`src/rtl/muldiv_sequencer_if.sv`:
```
// muldiv_sequencer_if: request/result bundle between the EX stage and the multiply/divide sequencer
interface muldiv_sequencer_if #(
   parameter int WIDTH = 32,
   parameter int Flag_Width = 3
);
   logic start;
   logic flush;
   logic [1:0] MDCon;
   logic [WIDTH-1:0] DataA;
   logic [WIDTH-1:0] DataB;
   logic busy;
   logic done;
   logic [WIDTH-1:0] hi;
   logic [WIDTH-1:0] lo;
   logic [Flag_Width-1:0] Flag;
   modport master (output start, flush, MDCon, DataA, DataB, input busy, done, hi, lo, Flag);
   modport slave (input start, flush, MDCon, DataA, DataB, output busy, done, hi, lo, Flag);
endinterface

```
`src/rtl/muldiv_sequencer.sv`:
```
// muldiv_sequencer: 32-cycle shift-add multiply / restoring divide sharing one (WIDTH+1)-bit adder, holding HI/LO
module muldiv_sequencer #(
   parameter int WIDTH = 32,
   parameter int Flag_Width = 3
) (
   input logic clk,
   input logic reset,
   muldiv_sequencer_if.slave bus
);
   localparam int CW = $clog2(WIDTH);
   typedef enum logic [1:0] {IDLE, CALC, FINISH} state_t;
   state_t state;
   logic [CW-1:0] counter;
   logic [2*WIDTH-1:0] acc;
   logic [WIDTH-1:0] b;
   logic mul, sa, sb, dz, ov, sgn;
   logic [WIDTH-1:0] abs_a, abs_b, quo, rem, rsrc;
   logic [WIDTH:0] x, sum;
   logic [2*WIDTH-1:0] prod;
   assign sgn = !bus.MDCon[0];
   assign abs_a = sgn && bus.DataA[WIDTH-1] ? -bus.DataA : bus.DataA;
   assign abs_b = sgn && bus.DataB[WIDTH-1] ? -bus.DataB : bus.DataB;
   // multiply adds into the upper half; divide subtracts from {remainder, next dividend bit}
   assign x = mul ? {1'b0, acc[2*WIDTH-1:WIDTH]} : acc[2*WIDTH-1:WIDTH-1];
   assign sum = mul ? x + {1'b0, acc[0] ? b : {WIDTH{1'b0}}} : x - {1'b0, b};
   assign prod = sa ^ sb ? -acc : acc;
   assign quo = dz ? {WIDTH{1'b1}} : (sa ^ sb ? -acc[WIDTH-1:0] : acc[WIDTH-1:0]);
   // on divide-by-zero the untouched |dividend| re-signed gives back DataA
   assign rsrc = dz ? acc[WIDTH-1:0] : acc[2*WIDTH-1:WIDTH];
   assign rem = sa ? -rsrc : rsrc;
   assign bus.busy = state != IDLE;
   always_ff @(posedge clk) begin
      if (reset) begin
         state <= IDLE;
         counter <= '0;
         bus.done <= 1'b0;
         bus.hi <= '0;
         bus.lo <= '0;
         bus.Flag <= '0;
      end else begin
         bus.done <= 1'b0;
         if (bus.flush) state <= IDLE;
         else case (state)
            IDLE: if (bus.start) begin
               mul <= !bus.MDCon[1];
               sa <= sgn && bus.DataA[WIDTH-1];
               sb <= sgn && bus.DataB[WIDTH-1];
               dz <= bus.MDCon[1] && bus.DataB == '0;
               ov <= bus.MDCon == 2'b10 && bus.DataA == {1'b1, {(WIDTH-1){1'b0}}} && bus.DataB == '1;
               acc <= {{WIDTH{1'b0}}, abs_a};
               b <= abs_b;
               counter <= '0;
               state <= bus.MDCon[1] && bus.DataB == '0 ? FINISH : CALC;
            end
            CALC: begin
               acc <= mul ? {sum, acc[WIDTH-1:1]}
                          : {sum[WIDTH] ? x[WIDTH-1:0] : sum[WIDTH-1:0], acc[WIDTH-2:0], !sum[WIDTH]};
               if (counter == CW'(WIDTH-1)) state <= FINISH;
               else counter <= counter + CW'(1);
            end
            FINISH: if (dz && counter == '0) counter <= CW'(1);
            else begin
               bus.hi <= mul ? prod[2*WIDTH-1:WIDTH] : rem;
               bus.lo <= mul ? prod[WIDTH-1:0] : quo;
               bus.Flag <= Flag_Width'({ov, dz});
               bus.done <= 1'b1;
               state <= IDLE;
            end
            default: state <= IDLE;
         endcase
      end
   end
endmodule

```
`src/flat_wrapper.sv`:
```
// flat-port wrapper written by rule: the top's interface ports become plain ports
module muldiv_sequencer_flat 
#(
   parameter int WIDTH = 32,
   parameter int Flag_Width = 3
)
  (clk, reset, bus_start, bus_flush, bus_MDCon, bus_DataA, bus_DataB, bus_busy, bus_done, bus_hi, bus_lo, bus_Flag);
  muldiv_sequencer_if #(.WIDTH(WIDTH), .Flag_Width(Flag_Width)) bus_i ();
  input logic clk;
  input logic reset;
  input wire logic [$bits(bus_i.start)-1:0] bus_start;
  input wire logic [$bits(bus_i.flush)-1:0] bus_flush;
  input wire logic [$bits(bus_i.MDCon)-1:0] bus_MDCon;
  input wire logic [$bits(bus_i.DataA)-1:0] bus_DataA;
  input wire logic [$bits(bus_i.DataB)-1:0] bus_DataB;
  output wire logic [$bits(bus_i.busy)-1:0] bus_busy;
  output wire logic [$bits(bus_i.done)-1:0] bus_done;
  output wire logic [$bits(bus_i.hi)-1:0] bus_hi;
  output wire logic [$bits(bus_i.lo)-1:0] bus_lo;
  output wire logic [$bits(bus_i.Flag)-1:0] bus_Flag;
  assign bus_i.start = bus_start;
  assign bus_i.flush = bus_flush;
  assign bus_i.MDCon = bus_MDCon;
  assign bus_i.DataA = bus_DataA;
  assign bus_i.DataB = bus_DataB;
  assign bus_busy = bus_i.busy;
  assign bus_done = bus_i.done;
  assign bus_hi = bus_i.hi;
  assign bus_lo = bus_i.lo;
  assign bus_Flag = bus_i.Flag;
  muldiv_sequencer #(.WIDTH(WIDTH), .Flag_Width(Flag_Width)) u_core (.clk(clk), .reset(reset), .bus(bus_i));
endmodule
```
`config.mk`:
```
export PLATFORM = sky130hd
export DESIGN_NAME = muldiv_sequencer_flat
export DESIGN_NICKNAME = d
export VERILOG_FILES = /design/src/rtl/muldiv_sequencer_if.sv /design/src/rtl/muldiv_sequencer.sv /design/src/flat_wrapper.sv
export SDC_FILE = /design/constraint.sdc
export NUM_CORES = 1
export LEC_CHECK = 0
export BUFFER_PORTS_ARGS = -buffer_cell sky130_fd_sc_hd__buf_4
export CAP_MARGIN = 20
export CORE_ASPECT_RATIO = 1.1
export CORE_MARGIN = 1.5
export CORE_UTILIZATION = 60
export CTS_BUF_LIST = sky130_fd_sc_hd__clkbuf_16
export CTS_CLUSTER_DIAMETER = 150
export DETAILED_ROUTE_END_ITERATION = 12
export GPL_ROUTABILITY_DRIVEN = 0
export GPL_TIMING_DRIVEN = 1
export HOLD_SLACK_MARGIN = 0.1
export PLACE_DENSITY = 0.84
export SLEW_MARGIN = 5
export SYNTH_ARGS = -nofsm -noshare
export SYNTH_HDL_FRONTEND = slang
export SYNTH_SLANG_ARGS = --single-unit
```
`constraint.sdc`:
```
create_clock -name clk -period 8.94 [get_ports clk]
set_input_delay 0.894 -clock clk [delete_from_list [all_inputs] [get_ports clk]]
set_output_delay 0.894 -clock clk [all_outputs]
set_load 0.05 [all_outputs]
```
== After elaboration in Yosys (flattened, before gate mapping) ==
Cells that the tools add are included.
Word-level totals
  bits in registers: 175
  bits in latches: 0
  memory bits (writable): 0
  ROM bits: 0
  output and inout bits: 69
  memories: 0
Cells by class
  $add $sub $neg: 8
  multipliers: 0
  divide/modulo/power cells: 0
  order comparisons: 0
  equality and inequality tests: 11
  shift operators: 0
  muxes and demuxes: 26
  bitwise logic cells: 5
  reduce and logical (&&, ||, !) cells: 22
Operators with widths (count)
  $mux W32: 10
  $mux W64: 3
  $neg A32 Y32: 4
  $pmux W64 S2: 1
  $mux W33: 2
  $eq A32 B32 Y1 const B: 2
  $neg A64 Y64: 1
  $add A33 B32 Y33: 1
  $sub A33 B32 Y33: 1
  $logic_not A32 Y1: 1
  $mux W5: 3
  $pmux W5 S3: 1
  $mux W2: 4
  $reduce_and A4 Y1: 2
  $logic_and A1 B1 Y1: 6
  $ne A2 B2 Y1 const B: 3
  $pmux W2 S3: 1
  $reduce_and A3 Y1: 2
  $add A5 B1 Y5 const B: 1
  $eq A5 B5 Y1 const B: 1
  $logic_not A5 Y1: 1
  $reduce_and A5 Y1: 1
  $eq A2 B2 Y1 const B: 2
  $ne A2 B1 Y1 const B: 2
  10 further kinds: 16

== Logic depth before layout (Yosys ltp) ==
  word-level depth: 6
  depth in mapped cells: 20
  gate-level depth less buffers: 18

== Worst setup path before layout ==
OpenSTA, ideal clock, no wires.
  kind: input port to flip-flop
  from: input reset
  to: register u_core.acc[0], enable pin
  arrival time: 6.013 ns
  required time: 8.358 ns
  path slack: 2.345 ns
  stages: 3
  buffers on the path: 2
  path through: clkbuf_1 > buf_1 > a211oi_1
Between the ends
  longest elaborated chain between the ends: 2
Ends and longest elaborated chain
  start: declaration: line flat_wrapper.sv:10  | input logic reset;
  $not A1 Y1 (no line)
  $reduce_and A4 Y1 (no line)
  end signal: assignment: line muldiv_sequencer.sv:50  | acc <= {{WIDTH{1'b0}}, abs_a};
  end signal: assignment: line muldiv_sequencer.sv:56  | acc <= mul ? {sum, acc[WIDTH-1:1]}
  end: declaration: line muldiv_sequencer.sv:14  | logic [2*WIDTH-1:0] acc;
No other way between the ends.
A chain may end at the register's enable or synchronous reset.

== Worst setup path in the final report ==
  from: register u_core.b[10]
  to: register u_core.acc[34] (data pin)
Between the ends
  longest elaborated chain between the ends: 6
Ends and longest elaborated chain
  start: declaration: line muldiv_sequencer.sv:15  | logic [WIDTH-1:0] b;
  start signal: assignment: line muldiv_sequencer.sv:51  | b <= abs_b;
  $mux W32: line muldiv_sequencer.sv:25  | assign sum = mul ? x + {1'b0, acc[0] ? b : {WIDTH{1'b0}}} : x - {1'b0, b};
  $add A33 B32 Y33: line muldiv_sequencer.sv:25
  $mux W33 *: line muldiv_sequencer.sv:25
  $mux W32 *: line muldiv_sequencer.sv:57  | : {sum[WIDTH] ? x[WIDTH-1:0] : sum[WIDTH-1:0], acc[WIDTH-2:0], !sum[WIDTH]};
  $mux W64 *: line muldiv_sequencer.sv:56
  $pmux W64 S2 *: line muldiv_sequencer.sv:43  | else case (state)
Every way passes the cells marked *; elsewhere a longest branch is shown, timed or not.

==> impl_results.md <==
* Run status: finished clean
* Min-Delay Endpoint: u_core.bus.hi[16]
* Total GRT Usage at 0.320
* Hold Path Depth at 2
* Buffers on Ports at 137
* Fin crit period at 5690 ps
* Commonest non-fill, non-tap cell in the layout: nor2_1
* Drc violations at 0
* Number of H-tree levels at 4
* Async set-reset flop share out of synthesis at 0
* RSZ-0062 raised after global routing: false
* Pins Over Slew Limit at 0
* Reg2reg setup slack at 3250 ps
* Via density per instance at 6.64
* Max_slew headroom at 0.395
* PD cells at 133 mW/mm^2
* Crit-path cells: or3_1, nor4_1, nand3_1, or2_2, nor3_1, xor2_1, o21ai_0, ha_1, o21a_1, a2111oi_0, o41a_1, o41ai_1, nor2_1, xor2_4, buf_4, nor3_1, a2111oi_0
* Cells after synthesis at 1777
* Fmax at 176 MHz
* CTS Buf Count at 17
* Slew @ Worst Pin at 907 ps
* Remaining Overflow, GRT at 0
* Number of enable flip-flop cells after synthesis at 101
* Yosys warnings at 0
* Die area at 0.0253 mm^2
* CTS tree: yes
* Io pins at 139
* Seq/Total Area, Yosys at 0.308
* Area Growth Syn to Fin at 11.0%
* Clock slew at reported path FFs at 70 ps
* Primary FF master, synth: edfxtp_1
* Antenna Cells at 0
* Die W at 152 um
* Worst Path Max Fanout at 37
* Crit path capture type: register
* Post-synth cell types at 78
* Synthesized area at 0.0146 mm^2
* Top-area cell type share of the netlist area at 0.207
* Final setup viols at 0
* WL/cell at 19.5 um
* Final hold viol count at 0
* Flops & latches, synth at 175
* ANT nets after route at 0
* Hold buffers post-CTS at 0
* Synthesized area per cell at 8.24 um^2
* HPWL after DPL at 30.4 mm
* Max rail drop VDD at 0.0958 mV
* Crit start category: register
* Core ar. at 0.0238 mm^2
* Total clock sinks at 175
* Die height at 167 um
* Synth area leader: edfxtp_1
* LEAKAGE at 0.00607 uW
* Hold WS at 457 ps
* Pin count of the biggest net entering global routing at 80
* TritonRoute pass-1 iters at 7
* Nets at 1925
* Data required time of the critical path at 9160 ps
* Most frequent cells in the layout: 184 x nor2_1, 153 x buf_4, 150 x a21oi_1
* Root Buffer: clkbuf_16
* Critical path type: reg2reg
* Fraction of layout cells with a size suffix above 1 at 0.139
* CP max stage cell: nor4_1
* Vias in the first global route at 12700
* Max-Cap Viols at 0
* Post-Route Skew at 9.11 ps
* Setup tns final at 0 ps
* Clk Latency, worst-skew pair at 450 ps
* Maximum clock path buffer count at 2
* Wirelength, routed at 41.6 mm
* Worst r2r src: u_core.b[10]
* Period utilization at 0.636
* Global-route wire length before repair at 66.0 mm
* Crit path arrival time at 5900 ps
* Synth Net Count at 1893
* Top cells by area, synth: edfxtp_1 21%, dfxtp_1 10%, xnor2_1 7.2%
* R2R Path End: u_core.acc[34]
* HP Start: u_core.bus.hi[16]
* Initial antenna violation count at 0
* Starting Density at 0.614
* Worst r2r path cells at 17
* Post-CTS Resized at 0
* Postcts setup bufs at 0
* Max incr delay on CP at 540 ps
* Num rows at 59
* Hold/Removal Path Class: reg2reg
* Layout Utilization at 0.682
* Vias at 14100
* DR iter-0 viols at 1962
[worst max-delay path: cells and delay by family, from the launching register on]
| family | cells | cell delay (ps) |
|---|---|---|
| simple gates | 7 | 2250 |
| flops | 1 | 450 |
| compound gates | 6 | 1500 |
| buf+inv | 1 | 480 |
| fa+ha+maj | 1 | 440 |
| xor+xnor | 2 | 330 |
[registers in the layout, summed over array words and instances, names as in the netlist]
register and count:
u_core.acc 64, u_core.b 32, u_core.bus.Flag 2, u_core.bus.done 1, u_core.bus.hi 32, u_core.bus.lo 32, u_core.counter 5, u_core.dz 1
u_core.mul 1, u_core.ov 1, u_core.sa 1, u_core.sb 1, u_core.state 2
[where the power goes]
part           switching, uW  internal [uW]
registers               45.4            885
logic                    293            198
clock network            368            372
[Yosys cell counts, types with 10 or more instances]
cell type,count
nor2_1,185
a21oi_1,151
o21ai_0,131
nand2_1,123
clkbuf_1,122
xnor2_1,120
edfxtp_1,101
mux2i_1,83
xor2_1,77
dfxtp_1,74
a211oi_1,62
nor3_1,56
ha_1,45
o31ai_1,39
mux2_2,37
inv_1,29
nor4_1,24
or3_1,24
nand3_1,22
nand4_1,18
nand2b_1,17
a21o_1,15
a31oi_1,15
o41ai_1,14
or4_1,14
and3_1,13
o211ai_1,13
and2_1,11
buf_1,11
nor3b_1,10
[cell families after synthesis]
logic type      Yosys count  share of synthesized area
simple gates            560                      0.187
mux                     120                     0.0852
compound gates          506                      0.216
buf+inv                 172                     0.0453
fa+ha+maj                46                     0.0398
other cells               1                   0.000256
xor+xnor                197                      0.118
flops                   175                      0.308
[area by class of cell]
cell class | instances | area (um^2)
repair buffers | 154 | 1150
flip-flops and latches | 175 | 4510
fillers | 1886 | 7580
inverters | 31 | 116
clock buffers | 17 | 425
well taps | 305 | 382
clock inverters | 15 | 139
multi-input cells | 1430 | 9530
[worst max path at each step]
stage / slack [ps] / end / startpoint
floorplan: 2350 / u_core.acc[0] / reset
global placement: 3620 / u_core.acc[61] / u_core.b[10]
finish: 3250 / u_core.acc[34] / u_core.b[10]
CTS: 3330 / u_core.acc[34] / u_core.b[10]
detailed placement: 3350 / u_core.acc[34] / u_core.b[10]
global route: 2660 / u_core.acc[34] / u_core.b[6]
[metal layers]
layer	part of all wire	track usage	up-vias
li1	-	-	6586
met5	0	0	-
met4	0.050	0.154	0
met2	0.45	0.509	857
met1	0.40	0.426	6531
met3	0.096	0.0505	155
[per-stage QoR]
step                      std cells  total power [uW]  cell area (um^2)  setup WS (ps)
after floorplan                1777              1280             14600           2350
after global placement         2094              1410             15700           3620
after detailed placement       2094              1420             15700           3350
after CTS                      2126              2150             16300           3330
after global routing           2127              2240             16300           2660
final                          2127              2160             16300           3250
No activity file was read; power rests on OpenSTA's default activity.
